### src/rtl/dram_cmd_responder.sv
`timescale 1ns/1ps
// DRAM-side command decoder, per-bank timing checker and burst beat generator.
// Violations report one cycle after the command; beats start T_RL/T_WL cycles after RD/WR; no backpressure.
module dram_cmd_responder #(
    parameter int T_RCD   = 10,
    parameter int T_RAS   = 10,
    parameter int T_RP    = 10,
    parameter int T_RFC   = 10,
    parameter int T_RL    = 11,
    parameter int T_WL    = 11,
    parameter int T_BURST = 4,
    parameter int ROW_W   = 15,
    parameter int COL_W   = 10
) (
    input  logic             CLK,
    input  logic             RST,
    input  logic [4:0]       cmd,
    input  logic [1:0]       bg,
    input  logic [1:0]       ba,
    input  logic [ROW_W-1:0] addr,
    output logic             rd_beat,
    output logic             wr_beat,
    output logic [3:0]       beat_bank,
    output logic [ROW_W-1:0] beat_row,
    output logic [COL_W-1:0] beat_col,
    output logic             refreshing,
    output logic             viol,
    output logic [3:0]       viol_code
);
    localparam int PIPE_D = ((T_RL > T_WL) ? T_RL : T_WL) - 1;
    localparam int RD_TAP = T_RL - 2;
    localparam int WR_TAP = T_WL - 2;
    localparam int REF_W  = $clog2(T_RFC + 1);
    localparam int BL_W   = $clog2(T_BURST + 1);
    localparam logic [5:0] RCD_C   = 6'(T_RCD);
    localparam logic [5:0] RAS_C   = 6'(T_RAS);
    localparam logic [5:0] RP_C    = 6'(T_RP);
    localparam logic [5:0] BURST_C = 6'(T_BURST);
    localparam logic [REF_W-1:0] RFC_C  = REF_W'(T_RFC);
    localparam logic [BL_W-1:0]  BL_TOP = BL_W'(T_BURST - 1);

    typedef struct packed {
        logic             is_wr;
        logic [3:0]       bank;
        logic [ROW_W-1:0] row;
        logic [COL_W-1:0] col;
    } pipe_t;

    logic [15:0]      open_q;
    logic [5:0]       cnt_q [16];
    logic [ROW_W-1:0] row_q [16];
    logic [5:0]       ccd_q;
    logic [REF_W-1:0] ref_q;
    logic [PIPE_D-1:0] pvld_q;
    pipe_t            pipe_q [PIPE_D];
    logic [BL_W-1:0]  left_q;
    logic             rd_beat_q, wr_beat_q, viol_q;
    logic [3:0]       bank_q, code_q;
    logic [ROW_W-1:0] brow_q;
    logic [COL_W-1:0] col_q;

    logic [3:0]  bk;
    logic        cs_n, act_n;
    logic [2:0]  rcw;
    logic        is_act, is_ref, is_pre, is_rw, is_wr_cmd, is_mz, is_ill, is_nop;
    logic        any_open, ras_fail_all, cmd_ok;
    logic        act_go, pre_go, ref_go, rw_go, rd_launch, wr_launch;
    logic [10:1] fail_d;
    logic        viol_d;
    logic [3:0]  code_d;
    pipe_t       launch_e;

    assign refreshing = (ref_q != '0);

    always_comb begin
        bk        = {bg, ba};
        cs_n      = cmd[4];
        act_n     = cmd[3];
        rcw       = cmd[2:0];
        is_act    = !cs_n && !act_n;
        is_ref    = !cs_n && act_n && (rcw == 3'b001);
        is_pre    = !cs_n && act_n && (rcw == 3'b010);
        is_rw     = !cs_n && act_n && (rcw[2:1] == 2'b10);
        is_wr_cmd = !rcw[0];
        is_mz     = !cs_n && act_n && ((rcw == 3'b000) || (rcw == 3'b110));
        is_ill    = !cs_n && act_n && (rcw == 3'b011);
        is_nop    = !cs_n && act_n && (rcw == 3'b111);
        any_open  = |open_q;
        ras_fail_all = 1'b0;
        for (int b = 0; b < 16; b++) begin
            if (open_q[b] && (cnt_q[b] < RAS_C)) ras_fail_all = 1'b1;
        end
        // One bit per violation code; the lowest set bit is reported.
        fail_d     = '0;
        fail_d[1]  = is_ill;
        fail_d[2]  = is_act && open_q[bk];
        fail_d[3]  = is_rw && !open_q[bk];
        fail_d[4]  = is_rw && open_q[bk] && (cnt_q[bk] < RCD_C);
        fail_d[5]  = is_pre && (addr[10] ? ras_fail_all : (open_q[bk] && (cnt_q[bk] < RAS_C)));
        fail_d[6]  = is_act && (cnt_q[bk] < RP_C);
        fail_d[7]  = (refreshing && !cs_n && !is_nop) || (is_ref && any_open);
        fail_d[8]  = is_rw && (ccd_q < BURST_C);
        fail_d[9]  = is_mz && any_open;
        cmd_ok     = !(|fail_d[9:1]);
        act_go     = is_act && cmd_ok;
        pre_go     = is_pre && cmd_ok;
        ref_go     = is_ref && cmd_ok;
        rw_go      = is_rw && cmd_ok;
        rd_launch  = pvld_q[RD_TAP] && !pipe_q[RD_TAP].is_wr;
        wr_launch  = pvld_q[WR_TAP] && pipe_q[WR_TAP].is_wr;
        fail_d[10] = rd_launch && wr_launch;
        launch_e   = rd_launch ? pipe_q[RD_TAP] : pipe_q[WR_TAP];
        viol_d     = |fail_d;
        code_d     = '0;
        for (int i = 10; i >= 1; i--) begin
            if (fail_d[i]) code_d = 4'(i);
        end
    end

    always_ff @(posedge CLK or posedge RST) begin
        if (RST) begin
            open_q    <= '0;
            ccd_q     <= '1;
            ref_q     <= '0;
            pvld_q    <= '0;
            left_q    <= '0;
            rd_beat_q <= 1'b0;
            wr_beat_q <= 1'b0;
            bank_q    <= '0;
            brow_q    <= '0;
            col_q     <= '0;
            viol_q    <= 1'b0;
            code_q    <= '0;
            for (int b = 0; b < 16; b++) begin
                cnt_q[b] <= '1;
                row_q[b] <= '0;
            end
            for (int i = 0; i < PIPE_D; i++) pipe_q[i] <= '0;
        end else begin
            // Counters load 1 so they read as cycles elapsed since the ACT/PRE cycle.
            for (int b = 0; b < 16; b++) begin
                if ((act_go && (bk == 4'(b))) ||
                    (pre_go && open_q[b] && (addr[10] || (bk == 4'(b)))))
                    cnt_q[b] <= 6'd1;
                else if (cnt_q[b] != '1)
                    cnt_q[b] <= cnt_q[b] + 6'd1;
                if (pre_go && (addr[10] || (bk == 4'(b)))) open_q[b] <= 1'b0;
            end
            if (act_go) begin
                open_q[bk] <= 1'b1;
                row_q[bk]  <= addr;
            end
            if (rw_go)               ccd_q <= 6'd1;
            else if (ccd_q != '1)    ccd_q <= ccd_q + 6'd1;
            if (ref_go)              ref_q <= RFC_C;
            else if (ref_q != '0)    ref_q <= ref_q - REF_W'(1);
            pvld_q[0] <= rw_go;
            pipe_q[0] <= {is_wr_cmd, bk, row_q[bk], addr[COL_W-1:0]};
            for (int i = 1; i < PIPE_D; i++) begin
                pvld_q[i] <= pvld_q[i-1];
                pipe_q[i] <= pipe_q[i-1];
            end
            // A simultaneous write launch loses to the read and is reported as code 10.
            if (rd_launch || wr_launch) begin
                rd_beat_q <= rd_launch;
                wr_beat_q <= !rd_launch;
                bank_q    <= launch_e.bank;
                brow_q    <= launch_e.row;
                col_q     <= launch_e.col;
                left_q    <= BL_TOP;
            end else if (left_q != '0) begin
                left_q    <= left_q - BL_W'(1);
                col_q     <= col_q + COL_W'(1);
            end else begin
                rd_beat_q <= 1'b0;
                wr_beat_q <= 1'b0;
                bank_q    <= '0;
                brow_q    <= '0;
                col_q     <= '0;
            end
            viol_q <= viol_d;
            code_q <= code_d;
        end
    end

    assign rd_beat   = rd_beat_q;
    assign wr_beat   = wr_beat_q;
    assign beat_bank = bank_q;
    assign beat_row  = brow_q;
    assign beat_col  = col_q;
    assign viol      = viol_q;
    assign viol_code = code_q;
endmodule

### config.mk
export PLATFORM = sky130hd
export DESIGN_NAME = dram_cmd_responder
export DESIGN_NICKNAME = d
export VERILOG_FILES = /design/src/rtl/dram_cmd_responder.sv
export SDC_FILE = /design/constraint.sdc
export NUM_CORES = 1
export LEC_CHECK = 0
export BUFFER_PORTS_ARGS = -buffer_cell sky130_fd_sc_hd__buf_2
export CORE_MARGIN = 4
export CORE_UTILIZATION = 50
export CTS_CLUSTER_DIAMETER = 60
export DETAILED_ROUTE_END_ITERATION = 10
export PLACE_DENSITY_LB_ADDON = 0.05
export SLEW_MARGIN = 20
export SYNTH_ARGS = -nofsm -noshare
export SYNTH_HDL_FRONTEND = slang
export SYNTH_SLANG_ARGS = --single-unit
### constraint.sdc
create_clock -name CLK -period 40.2 [get_ports CLK]
set_input_delay 12.06 -clock CLK [delete_from_list [all_inputs] [get_ports CLK]]
set_output_delay 12.06 -clock CLK [all_outputs]
set_load 0.02 [all_outputs]
Yosys cells after proc, flatten, opt, wreduce, memory -nomap -nowiden
Index checks and enable logic that the tools add are counted.

storage, ports and cells
  flip-flop bits (word level) = 711
  latch bits = 0
  memory bits (writable) = 0
  ROM bits = 0
  output and inout port bits = 37
  word-level logic and storage cells = 449
  memories = 0

operators by class
  add/sub/neg operators = 20
  $mul = 0
  div/mod/pow operators = 0
  $lt $le $gt $ge = 22
  eq/ne operators = 39
  shifts and indexed selects = 0
  mux-type cells = 104
  bitwise logic cells = 2
  reductions and logical operators = 178

operators with widths
  cell                                                                           number
  240-bit bitwise mux                                                            1
  6-bit 2-to-1 mux                                                               36
  1-bit logical AND                                                              109
  6-bit by 1-bit adder with 6-bit output (second input constant)                 17
  6-bit by 4-bit less-than comparator with 1-bit output (second input constant)  17
  6-bit != test (second input constant)                                          17
  15-bit 2-to-1 mux                                                              5
  15-bit binary-select mux with 4-bit select                                     1
  15-bit demux with 4-bit select                                                 1
  4-bit 2-to-1 mux                                                               14
  1-bit 2-to-1 mux                                                               38
  2-bit nonzero test                                                             19
  1-bit logical OR                                                               35
  4-bit equality test (second input constant)                                    8
  6-bit binary-select mux with 4-bit select                                      1
  10-bit 2-to-1 mux                                                              2
  4-bit by 3-bit equality test with 1-bit output (second input constant)         4
  16-bit 2-to-1 mux                                                              1
  16-bit OR                                                                      1
  16-bit OR reduction                                                            1
  10-bit by 1-bit adder with 10-bit output (second input constant)               1
  10-bit OR reduction                                                            1
  9-bit OR reduction                                                             1
  4-bit by 2-bit equality test with 1-bit output (second input constant)         2
  other kinds (22)                                                               32

Longest topological paths before layout
  depth after elaboration = 27
  depth in mapped cells = 14
  gate-level depth less buffers = 10

Least setup slack after synthesis
OpenSTA, ideal clock, no wires.

  path kind = in2reg
  start = input port ba[0]
  end = register row_q[30] (netlist name)
  arrival time = 14.535 ns
  data required time = 40.072 ns
  setup slack = 25.537 ns
  cell stages on the path = 11
  path buffers = 5
  cell sequence = buf_2 > buf_6 > mux4_2 > mux2i_1 > a221oi_2 > and2_1 > buf_4 > buf_8 > nor3_1 > buf_2 > mux2_1

on the way
  longest elaborated chain between the ends = 11
  elaborated cells on any way between the ends = 25

ends and longest elaborated chain
  what                                                    line         text
  start, declared                                         19           input logic [1:0] ba,
  4-bit inverter with 5-bit output (not written as such)  --
  6-bit binary-select mux with 4-bit select               98, 99, 100
  6-bit 2-to-1 mux (not written as such) (2 in a row)     98, 99, 100
  6-bit by 4-bit less-than comparator with 1-bit output   98, 99, 100
  1-bit logical AND                                       99           fail_d[5] = is_pre && (addr[10] ? ras_fail_all : (open_q[bk] && (cnt_q[bk] < RAS_C)));
  1-bit 2-to-1 mux                                        99
  1-bit logical AND                                       99
  9-bit OR reduction                                      104          cmd_ok = !(|fail_d[9:1]);
  1-bit logical NOT                                       104
  1-bit logical AND                                       105          act_go = is_act && cmd_ok;
  end signal, assigned by index                           151          row_q[bk] <= addr;
  end, declared                                           51           logic [ROW_W-1:0] row_q [16];

Several ways; a longest one is shown, not always the timed one. The select of a mux whose other input is x is not followed.
A chain may end at the register's enable or synchronous reset.

Worst setup path in the final report
  start = input port ba[0]
  end = register row_q[93] (netlist name)

Same word-level chain as after synthesis.

==> results.md <==
- VDD IR-drop max: 0.03978 mV
- Grt peak-use layer: met2
- First-pass GRT wire length: 92950 um
- CP max FO: 46
- Row cnt: 86
- Clock-pin slew on the worst setup and hold paths: 0.06 ns
- Post-route DRC: 0
- Vias in the first global route: 16200
- Hold_ws: 0.3433 ns
- Die area: 60060 um2
- CTS resizes: 0
- Syn Nets: 1921
- Post-DP Area: 29110 um2
- Layout Nets: 1986
- Synth Flop Type: dfrtp_1
- DRT iter0 DRCs: 1278
- Vias per cell: 5.747
- Drt pass-1 iters: 5
- FFs w/ async S/R, synth: 100.0%
- Post-synthesis sequential area ratio: 63.77%
- Antenna-violating nets left: 0
- Synthesized area per cell: 15.00 um2
- Number of setup violations in the final report: 0
- Flop-to-flop setup slack: 35.92 ns
- Critical register-to-register path endpoint: row_q[93]
- WL/cell: 20.84 um
- TNS Setup: 0 ns
- Slowest CP cell: and2_2
- Die height: 245.1 um
- Leak: 14.69 nW
- CP Class: in -> reg
- Critical Path Sink Type: flop
- CP max stage delay: 1.00 ns
- Startpoint types: input pin
- Detailed Place HPWL: 35130 um
- Yosys cell types: 69
- Sw Pwr: 0.5590 mW
- P&R area growth vs syn: 13.19%
- Hold-fix buffer count after cts: 0
- WL final: 57250 um
- Clk buf depth: 3
- Number of synthesized flops with an enable pin: 0
- Worst Setup SP: ba[0]
- Input/output buffers: 62
- Layout cell share with drive strength beyond 1: 34.17%
- Final Critical Period: 16.55 ns
- Post-synthesis cell area: 28100 um2
- Clk network pwr share: 35.9%
- Area leader, netlist: dfrtp_1
- Max frequency: 60.42 MHz
- Die Width: 245.1 um
- Grt ovf: 0
- Clock H-tree levels: 3
- CTS sink cnt: 711
- Post-route setup slack: 23.65 ns
- Slew headroom: 24.50%
- Hold path cells: 0
- Worst-Margin Slew: 1.132 ns
- CTS tree: built
- Hold Crit Class: reg -> reg
- Setup bufs post-CTS: 0
- Req. time, crit path: 40.69 ns
- Initial antenna violation count: 1
- Pwr/cell area: 63.60 nW/um2
- I/O pin total: 63
- Register share of total power: 47.1%
- Met2 usage: 30.31%
- Commonest non-fill, non-tap cell in the layout: dfrtp_1
- Clk_skew: 0.02171 ns
- Post-place setup slack: 22.91 ns
- Slew Limit Fails: 0
- Root buf cell: clkbuf_16
- Reg2reg start: cnt_q[29]
- Mapped Cells: 1874
- Net Sw Frac: 27.63%
- Largest net degree at the start of global routing: 178
- Critical hold path startpoint: pipe_q[50]
- Max capacitance violation total: 0
- Final Cycle Share: 41.17%
- Total chip power: 2.023 mW
- CTS buffer count: 77
- Met3 Use GR: 3.845%
- Register bit total from synthesis: 711
- Status: complete, no violations
- RSZ-0062 raised after global routing: no
- DR vias: 15790
- Worst-Skew Late Latency: 0.61 ns
- Top post-synthesis cells by area: dfrtp_1 54%, mux2_2 9.6%, dfstp_2 9.5%
- Total internal power: 1.464 mW
- Most frequent cells in the layout: 609 x dfrtp_1, 239 x mux2_2, 102 x dfstp_2
- Hold Fails Final Rpt: 0
- Worst hold path endpoint: launch_e[20]
- Top-area cell type share of the netlist area: 54.23%
- Gpl congestion: 0.8487
- Met1 Use GR: 29.35%
- Warnings, synthesis: 0
- Initial Util: 50.71%
- Worst path cell trace: buf_4 -> buf_4 -> mux4_2 -> mux4_2 -> o21ai_2 -> and2_2 -> or3_1 -> mux2_2
- WP data arrival: 17.04 ns
- Reg2reg path depth: 7
- Logic pwr share: 17.0%
- Total Routing Usage GR: 19.72%
- Inserted Diodes: 0
- Post-route cell area: 31810 um2
- Core Footprint: 55420 um2
synthesized netlist by cell type (17+ instances only):
cell type / n
a22o_1: 21
dfrtp_1: 609
xnor2_1: 19
nor2_1: 48
and2_1: 17
nand2_1: 43
clkbuf_1: 45
nor3_1: 47
nand2b_1: 20
a21oi_1: 18
mux4_2: 94
nand3_1: 80
xor2_1: 27
mux2_2: 239
a311oi_1: 29
ha_1: 21
and3_1: 37
inv_1: 25
o21ai_0: 78
buf_2: 35
dfstp_2: 102
nand3b_1: 19
mux2i_1: 24
how the worst max path moves through the flow:
stage / endpoint / slack (ns) / cells after the start
3_5_place_dp: row_q[98] / 22.91 / 9
4_1_cts: row_q[93] / 23.56 / 9
2_1_floorplan: beat_bank[0] / 8.37 / 1
6_report: row_q[93] / 23.65 / 8
3_3_place_gp: row_q[96] / 22.93 / 9
5_1_grt: row_q[93] / 23.27 / 9
power by group through the flow:
stage	clock network, mW	registers, mW	logic, mW
detailed placement	0	0.963	0.344
floorplan	0	0.938	0.270
CTS	0.749	0.951	0.346
finish	0.727	0.952	0.344
global placement	0	0.957	0.331
global route	0.782	0.969	0.386
critical path: cells and delay by family:
family / cells / cell delay, ns
AO/OA/AOI/OAI: 1 / 0.21
AND/OR/NAND/NOR: 2 / 1.70
multiplexers: 3 / 1.47
buffers and inverters: 2 / 1.52
per-layer routing:
metal,vias to the layer above,part of all wire [%]
met3,90,4.8
li1,7034,-
met4,0,2.1
met1,8314,46
met2,348,47
met5,-,0
flip-flops by register name (all words and copies together), names as in the netlist, 10 cells and up:
name      cells
pipe_q      270
beat_col     10
cnt_q        96
open_q       16
pvld_q       10
launch_e     30
beat_row     15
row_q       240
final cells by class:
class	instances	area (um2)
inverters	25	101.3
repair buffers	91	569.3
flip-flops and latches	711	17920
well taps	748	935.9
fillers	4369	23610
clock inverters	32	476.7
multi-input cells	1033	9613
clock buffers	107	2192
logic make-up (layout without fill, tap and decap cells):
kind of cell | after synthesis | in the layout | synth area share (%)
adder cells (fa/ha/maj) | 21 | 21 | 0.9350
AND/OR/NAND/NOR | 371 | 371 | 7.267
flip-flops | 711 | 711 | 63.77
AO/OA/AOI/OAI | 234 | 234 | 6.198
multiplexers | 361 | 361 | 18.13
buffers and inverters | 130 | 255 | 2.271
XOR/XNOR | 46 | 46 | 1.434
metrics by stage:
stage,cells,utilization (%)
final,2747,57.40
after global routing,2747,57.40
after CTS,2746,57.34
after detailed placement,2607,52.53
after global placement,2607,52.53
after floorplan,1874,-
Note: power is estimated with default switching activity, not from simulation.
